===== config.mk =====
export PLATFORM = sky130hd
export DESIGN_NAME = uart_mux_tx_rs485
export DESIGN_NICKNAME = d
export VERILOG_FILES = /design/src/rtl/uart_mux_tx_rs485.sv
export SDC_FILE = /design/constraint.sdc
export NUM_CORES = 1
export LEC_CHECK = 0
export ABC_CLOCK_PERIOD_IN_PS = 1800
export BUFFER_PORTS_ARGS = -buffer_cell sky130_fd_sc_hd__buf_4
export CAP_MARGIN = 10
export CORE_ASPECT_RATIO = 1.25
export CORE_MARGIN = 5
export CORE_UTILIZATION = 54
export DETAILED_ROUTE_END_ITERATION = 10
export PLACE_DENSITY = 0.79
export SLEW_MARGIN = 15
export SYNTH_ARGS = -nofsm -noshare
export SYNTH_HDL_FRONTEND = slang
export SYNTH_SLANG_ARGS = --single-unit

===== constraint.sdc =====
create_clock -name clk -period 1.8 [get_ports clk]
set_input_delay 0.36 -clock clk [delete_from_list [all_inputs] [get_ports clk]]
set_output_delay 0.36 -clock clk [all_outputs]
set_load 0.1 [all_outputs]

===== src/rtl/uart_mux_tx_rs485.sv =====
// RS485 burst transmitter: walks an external N-to-1 mux with sel, frames each word as
// async serial, and sequences the transceiver direction pins with guard delays.
module uart_mux_tx_rs485 #(
   parameter int NUM_BYTES    = 8,
   parameter int SEL_W        = 3,
   parameter int DATA_W       = 8,
   parameter int CLKS_PER_BIT = 1,
   parameter int GUARD        = 15,
   parameter int PARITY       = 0,
   parameter int STOP_BITS    = 1,
   parameter int MSB_FIRST    = 0
) (
   input  logic              clk,
   input  logic              reset,
   input  logic              rq,
   input  logic [DATA_W-1:0] data,
   output logic              tx,
   output logic              dir_tx,
   output logic              dir_rx,
   output logic [SEL_W-1:0]  sel,
   output logic              busy,
   output logic              done
);

   localparam int SH_W     = DATA_W + 3;
   localparam int BI_W     = $clog2(DATA_W + 5);
   localparam int LAST_BIT = DATA_W + ((PARITY != 0) ? 1 : 0) + STOP_BITS;

   typedef enum logic [2:0] {IDLE, DIR_ON, SEND, DIR_OFF, REARM} state_t;

   state_t            state;
   logic              rq_m, rq_s;
   logic [7:0]        gcnt;
   logic [15:0]       bcnt;
   logic [BI_W-1:0]   bidx;
   logic [SEL_W:0]    widx;
   logic [SH_W-1:0]   shreg;
   logic [DATA_W-1:0] ordered;
   logic              par_bit;
   logic [SH_W-1:0]   load_val;
   logic [SEL_W:0]    sel_inc;
   logic [SEL_W-1:0]  sel_next;

   genvar gi;
   generate
      for (gi = 0; gi < DATA_W; gi++) begin : g_order
         assign ordered[gi] = (MSB_FIRST != 0) ? data[DATA_W-1-gi] : data[gi];
      end
   endgenerate

   // Shift register holds everything after the start bit, LSB sent first; spare top bits are stop-level ones.
   always_comb begin
      par_bit = (PARITY == 2) ? ~(^data) : ^data;
      if (PARITY != 0) load_val = {2'b11, par_bit, ordered};
      else             load_val = {3'b111, ordered};
      sel_inc  = {1'b0, sel} + 1'b1;
      sel_next = (sel_inc == (SEL_W+1)'(NUM_BYTES)) ? '0 : sel_inc[SEL_W-1:0];
   end

   always_ff @(posedge clk or negedge reset) begin
      if (!reset) begin
         state  <= IDLE;
         rq_m   <= 1'b0;
         rq_s   <= 1'b0;
         gcnt   <= '0;
         bcnt   <= '0;
         bidx   <= '0;
         widx   <= '0;
         shreg  <= '1;
         tx     <= 1'b1;
         dir_tx <= 1'b0;
         dir_rx <= 1'b0;
         sel    <= '0;
         busy   <= 1'b0;
         done   <= 1'b0;
      end else begin
         rq_m <= rq;
         rq_s <= rq_m;
         done <= 1'b0;
         case (state)
            IDLE: if (rq_s) begin
               state  <= DIR_ON;
               dir_rx <= 1'b1;
               busy   <= 1'b1;
               gcnt   <= '0;
            end
            // dir_tx itself marks which of the two guard intervals is running.
            DIR_ON: if (gcnt == 8'(GUARD - 1)) begin
               gcnt <= '0;
               if (!dir_tx) dir_tx <= 1'b1;
               else begin
                  state <= SEND;
                  tx    <= 1'b0;
                  shreg <= load_val;
                  sel   <= sel_next;
                  widx  <= '0;
                  bcnt  <= '0;
                  bidx  <= '0;
               end
            end else gcnt <= gcnt + 8'd1;
            SEND: if (bcnt == 16'(CLKS_PER_BIT - 1)) begin
               bcnt <= '0;
               if (bidx == BI_W'(LAST_BIT)) begin
                  bidx <= '0;
                  if (widx == (SEL_W+1)'(NUM_BYTES - 1)) begin
                     state <= DIR_OFF;
                     tx    <= 1'b1;
                     gcnt  <= '0;
                  end else begin
                     tx    <= 1'b0;
                     shreg <= load_val;
                     sel   <= sel_next;
                     widx  <= widx + 1'b1;
                  end
               end else begin
                  bidx  <= bidx + 1'b1;
                  tx    <= shreg[0];
                  shreg <= {1'b1, shreg[SH_W-1:1]};
               end
            end else bcnt <= bcnt + 16'd1;
            DIR_OFF: if (gcnt == 8'(GUARD - 1)) begin
               gcnt <= '0;
               if (dir_tx) dir_tx <= 1'b0;
               else begin
                  dir_rx <= 1'b0;
                  done   <= 1'b1;
                  busy   <= 1'b0;
                  state  <= REARM;
               end
            end else gcnt <= gcnt + 8'd1;
            REARM: if (!rq_s) state <= IDLE;
            default: state <= IDLE;
         endcase
      end
   end

endmodule


# [After elaboration in Yosys (flattened, before gate mapping)]
# Index checks and enable logic that the tools add are counted.
[word_totals] ff_bits=55 input_bits=11 out_inout_bits=8 word_cells=110
[op_classes] add_sub_neg=5 n_eq_ne=19 n_mux=58 reduce_logical=15
[op_table] op="11-bit 2-to-1 mux" n=5
[op_table] op="16-bit 2-to-1 mux" n=3
[op_table] op="3-bit 2-to-1 mux" n=15
[op_table] op="8-bit 2-to-1 mux" n=5
[op_table] op="16-bit case mux with 2 select lines" n=1
[op_table] op="4-bit 2-to-1 mux" n=7
[op_table] op="8-bit case mux with 3 select lines" n=1
[op_table] op="11-bit case mux with 2 select lines" n=1
[op_table] op="2-bit != test, second input constant" n=10
[op_table] op="16-bit by 1-bit adder with 16-bit output, second input constant" n=1
[op_table] op="16-bit zero test" n=1
[op_table] op="4-bit case mux with 2 select lines" n=2
[op_table] op="3-bit case mux with 5 select lines" n=1
[op_table] op="1-bit 2-to-1 mux" n=13
[op_table] op="5-bit AND reduction" n=2
[op_table] op="9-bit AND reduction" n=1
[op_table] op="4-bit by 1-bit adder with 4-bit output, second input constant" n=2
[op_table] op="8-bit by 1-bit adder with 8-bit output, second input constant" n=1
[op_table] op="4-bit == test, second input constant" n=2
[op_table] op="8-bit by 4-bit == test with 1-bit output, second input constant" n=1
[op_table] op="4-bit AND reduction" n=2
[op_table] op="3-bit by 2-bit == test with 1-bit output, second input constant" n=2
[op_table] op="1-bit case mux with 2 select lines" n=3
[op_table] op="3-bit case mux with 2 select lines" n=1
[op_table] op="11 further kinds" n=14

# [Logic depth before layout (Yosys ltp)]
[logic_depth] depth_word=7 mapped_depth=9 depth_no_buf=7

# [Worst setup path after synthesis]
# No wires, ideal clock.
[synth_path] path_type="register to register" from="reg dir_tx" to="reg sel[1]" setup_ns=0.126 arrival_ns=1.999 required_time_ns=1.674 setup_slack_ns=-0.324 path_stages_with_launch=4 period_less_slack_ns=2.124 path_cell_list="dfrtp_1 a31oi_4 nor3_2 mux2_2"
[synth_between] elab_chain_len=2
[synth_lines] item="from (decl)" line="18" source="output logic dir_tx,"
[synth_lines] item="from (signal assigned)" line="71" source="dir_tx <= 1'b0;"
[synth_lines] item="from (signal assigned)" line="90" source="if (!dir_tx) dir_tx <= 1'b1;"
[synth_lines] item="from (signal assigned)" line="123" source="if (dir_tx) dir_tx <= 1'b0;"
[synth_lines] item="2-bit != test (no line)"
[synth_lines] item="6-bit AND reduction (no line)"
[synth_lines] item="to (signal assigned)" line="95" source="sel <= sel_next;"
[synth_lines] item="to (signal assigned)" line="112" source="sel <= sel_next;"
[synth_lines] item="to (decl)" line="20" source="output logic [SEL_W-1:0] sel,"
# No other way between the ends.
# A chain may end at the register's enable or synchronous reset.

# [Worst setup path after layout]
[layout_path] from="reg bcnt[0]" to="reg sel[2]"
[layout_between] elab_chain_len=3
[layout_lines] item="from (decl)" line="34" source="logic [15:0] bcnt;"
[layout_lines] item="from (signal assigned)" line="120" source="end else bcnt <= bcnt + 16'd1;"
[layout_lines] item="16-bit zero test" line="101" source="SEND: if (bcnt == 16'(CLKS_PER_BIT - 1)) begin"
[layout_lines] item="2-bit != test (no line)"
[layout_lines] item="6-bit AND reduction (no line)"
# No other way between the ends.

==> results.toml <==
[outcome]
outcome = "finished with violations"
violations = "setup timing"

[pwr]
swShare_pct = 41.98
p_per_area_nw_per_um2 = 1195
irDropWorstVdd_mv = 1.160
power_mw = 5.059
switchingPower_mw = 2.124
p_int_mw = 2.935
p_clk_share_pct = 17.4
comb_power_share_pct = 48.8
power.leakage_nw = 1.959
seq_power_share_pct = 33.8

[die]
row_count = 29
core_um2 = 5080
fp.dieH_um = 91.05
die_w_um = 74.84
initial_core_util_pct = 55.86
num_io_pins = 19
dieArea_um2 = 6814

[critical_path]
slowest_stage = "dfrtp_1"
cp-start-kind = "flip-flop"
cp-end-kind = "flip-flop"
cp.arrival_ps = 2270
crit_path_max_fanout = 5
slowest_delay_ps = 440
critical_path_class = "flip-flop to flip-flop"
path_cells = "inv_2 > ha_4 > nor3b_4 > and4_4 > nor2_4 > buf_4 > nor4b_4 > xor2_1"
crit_required_ps = 2030

[flow_run]
cap_viol_max_count = 0

[routing]
viasPerCell = 6.944
drtAntennaViolNets = 0
avgRoutedWirePerCell_um = 24.56
routed_wl_mm = 11.37
drc_errors = 0
drt_iter0_drc = 702
vias = 3215
first_pass_iters = 5

[yosys]
synth-edff-count = 0
synth_area_um2 = 2838
ys_seq_area_share_pct = 46.25
synthArstFlopShare_pct = 100.0
syn_inst = 296
synth_nets = 315
yosysWarnings = 0
synth_top_cell_area_share_pct = 37.92
yosys_most_used_dff = "dfrtp_1"
yosys.cell_types.count = 54
yosys.area.top_type = "dfrtp_1"
syn_avg_cell_area_um2 = 9.587
ys_seq_elements = 52
synth_top_cells_by_area = "dfrtp_1 (38%), dfstp_2 (8.3%), o21ai_0 (7.1%)"

[final_layout]
final_cells = 463
fin_util_pct = 83.35
regArea_um2 = 1315
fin_nets = 419
antennaDiodeCount = 0
fin_area_um2 = 4234
flow.area_growth_from_synthesis_pct = 49.21
multi_input_area_um2 = 1785
final.fill_count = 228
drive_gt1_share_pct = 51.87

[grt]
grt_pass1_vias = 2977
grt.busiest_layer = "met2"
grt_pass1_wl_mm = 14.52
antenna_found_initial = 0
met3_usage_pct = 5.193
grt.overflow.total = 0
use_met2_pct = 44.69
grtUsageMet1_pct = 33.57
grt_max_degree = 53
track_usage_pct = 27.54

[min_path]
hold_class = "input pin to asynchronous set/reset pin"

[timing]
slew_headroom_pct = 55.08
worst_slack_ps = -247.7
tightest_slew_ps = 673.8
finalHoldViolations = 0
finalCritPeriodShare_pct = 113.8
clock_skew_ps = 15.60
setup_tns_ps = -5636
slew_violations = 0
setup_viol = 46
rsz0062_at_grt = "yes"
timing.final.crit_period_ps = 2048
max_freq_mhz = 488.3
hold-worst-slack_ps = 59.95

[place]
dpl-instance-area_um2 = 3563
placed_cells = 434
dpl.hpwl_mm = 5.039
portBuffers = 18
place_ws_ps = -218.9
gp_congestion = 0.8987

[clock_tree]
cts_tree = "built"
clk_pin_slew_worst_paths_ps = 110
clock-root-buffer = "clkbuf_8"
numClockSinks = 52
clk-insertion-delay-late_ps = 320
numCtsBuffers = 5
clock_path_buffers = 2
htreeDepth = 2
cells in the mapped netlist, types with 2 or more instances:
library cell / count
nand3_1: 11
mux2_2: 17
nor3b_1: 2
xor2_1: 3
and3_1: 5
buf_4: 2
o21ai_0: 40
inv_1: 11
mux2i_1: 3
nand2_1: 23
buf_2: 4
nand3b_1: 2
nor4_1: 4
nor2_1: 22
a21o_1: 5
or3_1: 4
nor3_1: 11
a31oi_1: 2
nor2b_1: 5
a21oi_1: 12
nor4b_1: 3
nand2b_1: 3
clkbuf_1: 7
o41ai_1: 2
dfrtp_1: 43
and3b_1: 2
nand4_1: 4
o31ai_1: 3
dfstp_2: 9
ha_1: 8
worst paths after layout:
check	to	slack, ps	startpoint	depth (start not counted)
max in group asynchronous	dir_tx	1260	reset	1
worst max register to register	sel[2]	-250	bcnt[0]	8
worst max-delay path	sel[2]	-250	bcnt[0]	8
worst min-delay path	gcnt[0]	60	reset	1
min in group clk	rq_m	150	rq	1
worst min register to register	rq_s	370	rq_m	0
cell type report:
type / instances / share of cell area, %
Multi-Input combinational cell: 219 / 42.17
Timing Repair Buffer: 110 / 20.98
Sequential cell: 52 / 31.06
Tap cell: 62 / 1.832
Inverter: 12 / 1.064
Clock buffer: 8 / 2.896
critical path: cells and delay by family (launching register included):
family / cells / cell delay (ps)
buffers and inverters: 2 / 260
adders and majority gates: 1 / 140
and+or+nand+nor: 4 / 850
xor gates and xnor gates: 1 / 270
DFF: 1 / 440
power by group through the flow:
stage                     clock network, mW  registers (mW)  logic, mW
after floorplan                           0            2.01      0.897
after global placement                    0            1.65       1.82
after detailed placement                  0            1.67       1.89
after CTS                             0.846            1.67       2.07
after global routing                  0.925            1.73       2.58
final                                 0.881            1.71       2.47
what timing repair did:
| item | 4_1_cts | 5_1_grt |
|---|---|---|
| gates resized for setup | 44 | 75 |
| setup endpoints to repair | 37 | 47 |
| pin swaps | 12 | 18 |
| setup buffers | 8 | 14 |
| hold buffers | 0 | 0 |
placed cells by master (no fill, tap or decap), types with 10 or more instances in the layout:
cell	synthesis	layout
nand2_1	23	19
nor2_1	22	18
a21oi_1	12	10
o21ai_0	40	11
o21ai_2	0	16
mux2_4	0	10
buf_4	2	98
dfrtp_1	43	41
nor3_1	11	10
buf_6	0	10
o21ai_1	1	12
logic make-up (layout without fill, tap and decap cells):
kind of cell	after synthesis	in the layout	synth area share, %
xor+xnor	4	4	1.235
simple gates	110	110	20.63
mux	20	20	7.804
flops	52	52	46.25
buf+inv	25	130	3.748
fa+ha+maj	8	8	3.527
compound gates	77	77	16.80
metal layers:
layer,part of all wire [%],vias to the layer above
met5,0,-
met4,8.4,0
met3,9.0,113
met2,48,302
met1,35,1522
li1,-,1278
registers in the layout (all words and copies together), names as in the netlist, 3 cells and up:
register and cells:
shreg 8, state 3, bcnt 16, bidx 4, sel 3, widx 4
gcnt 8
(Power assumes the default switching activity.)
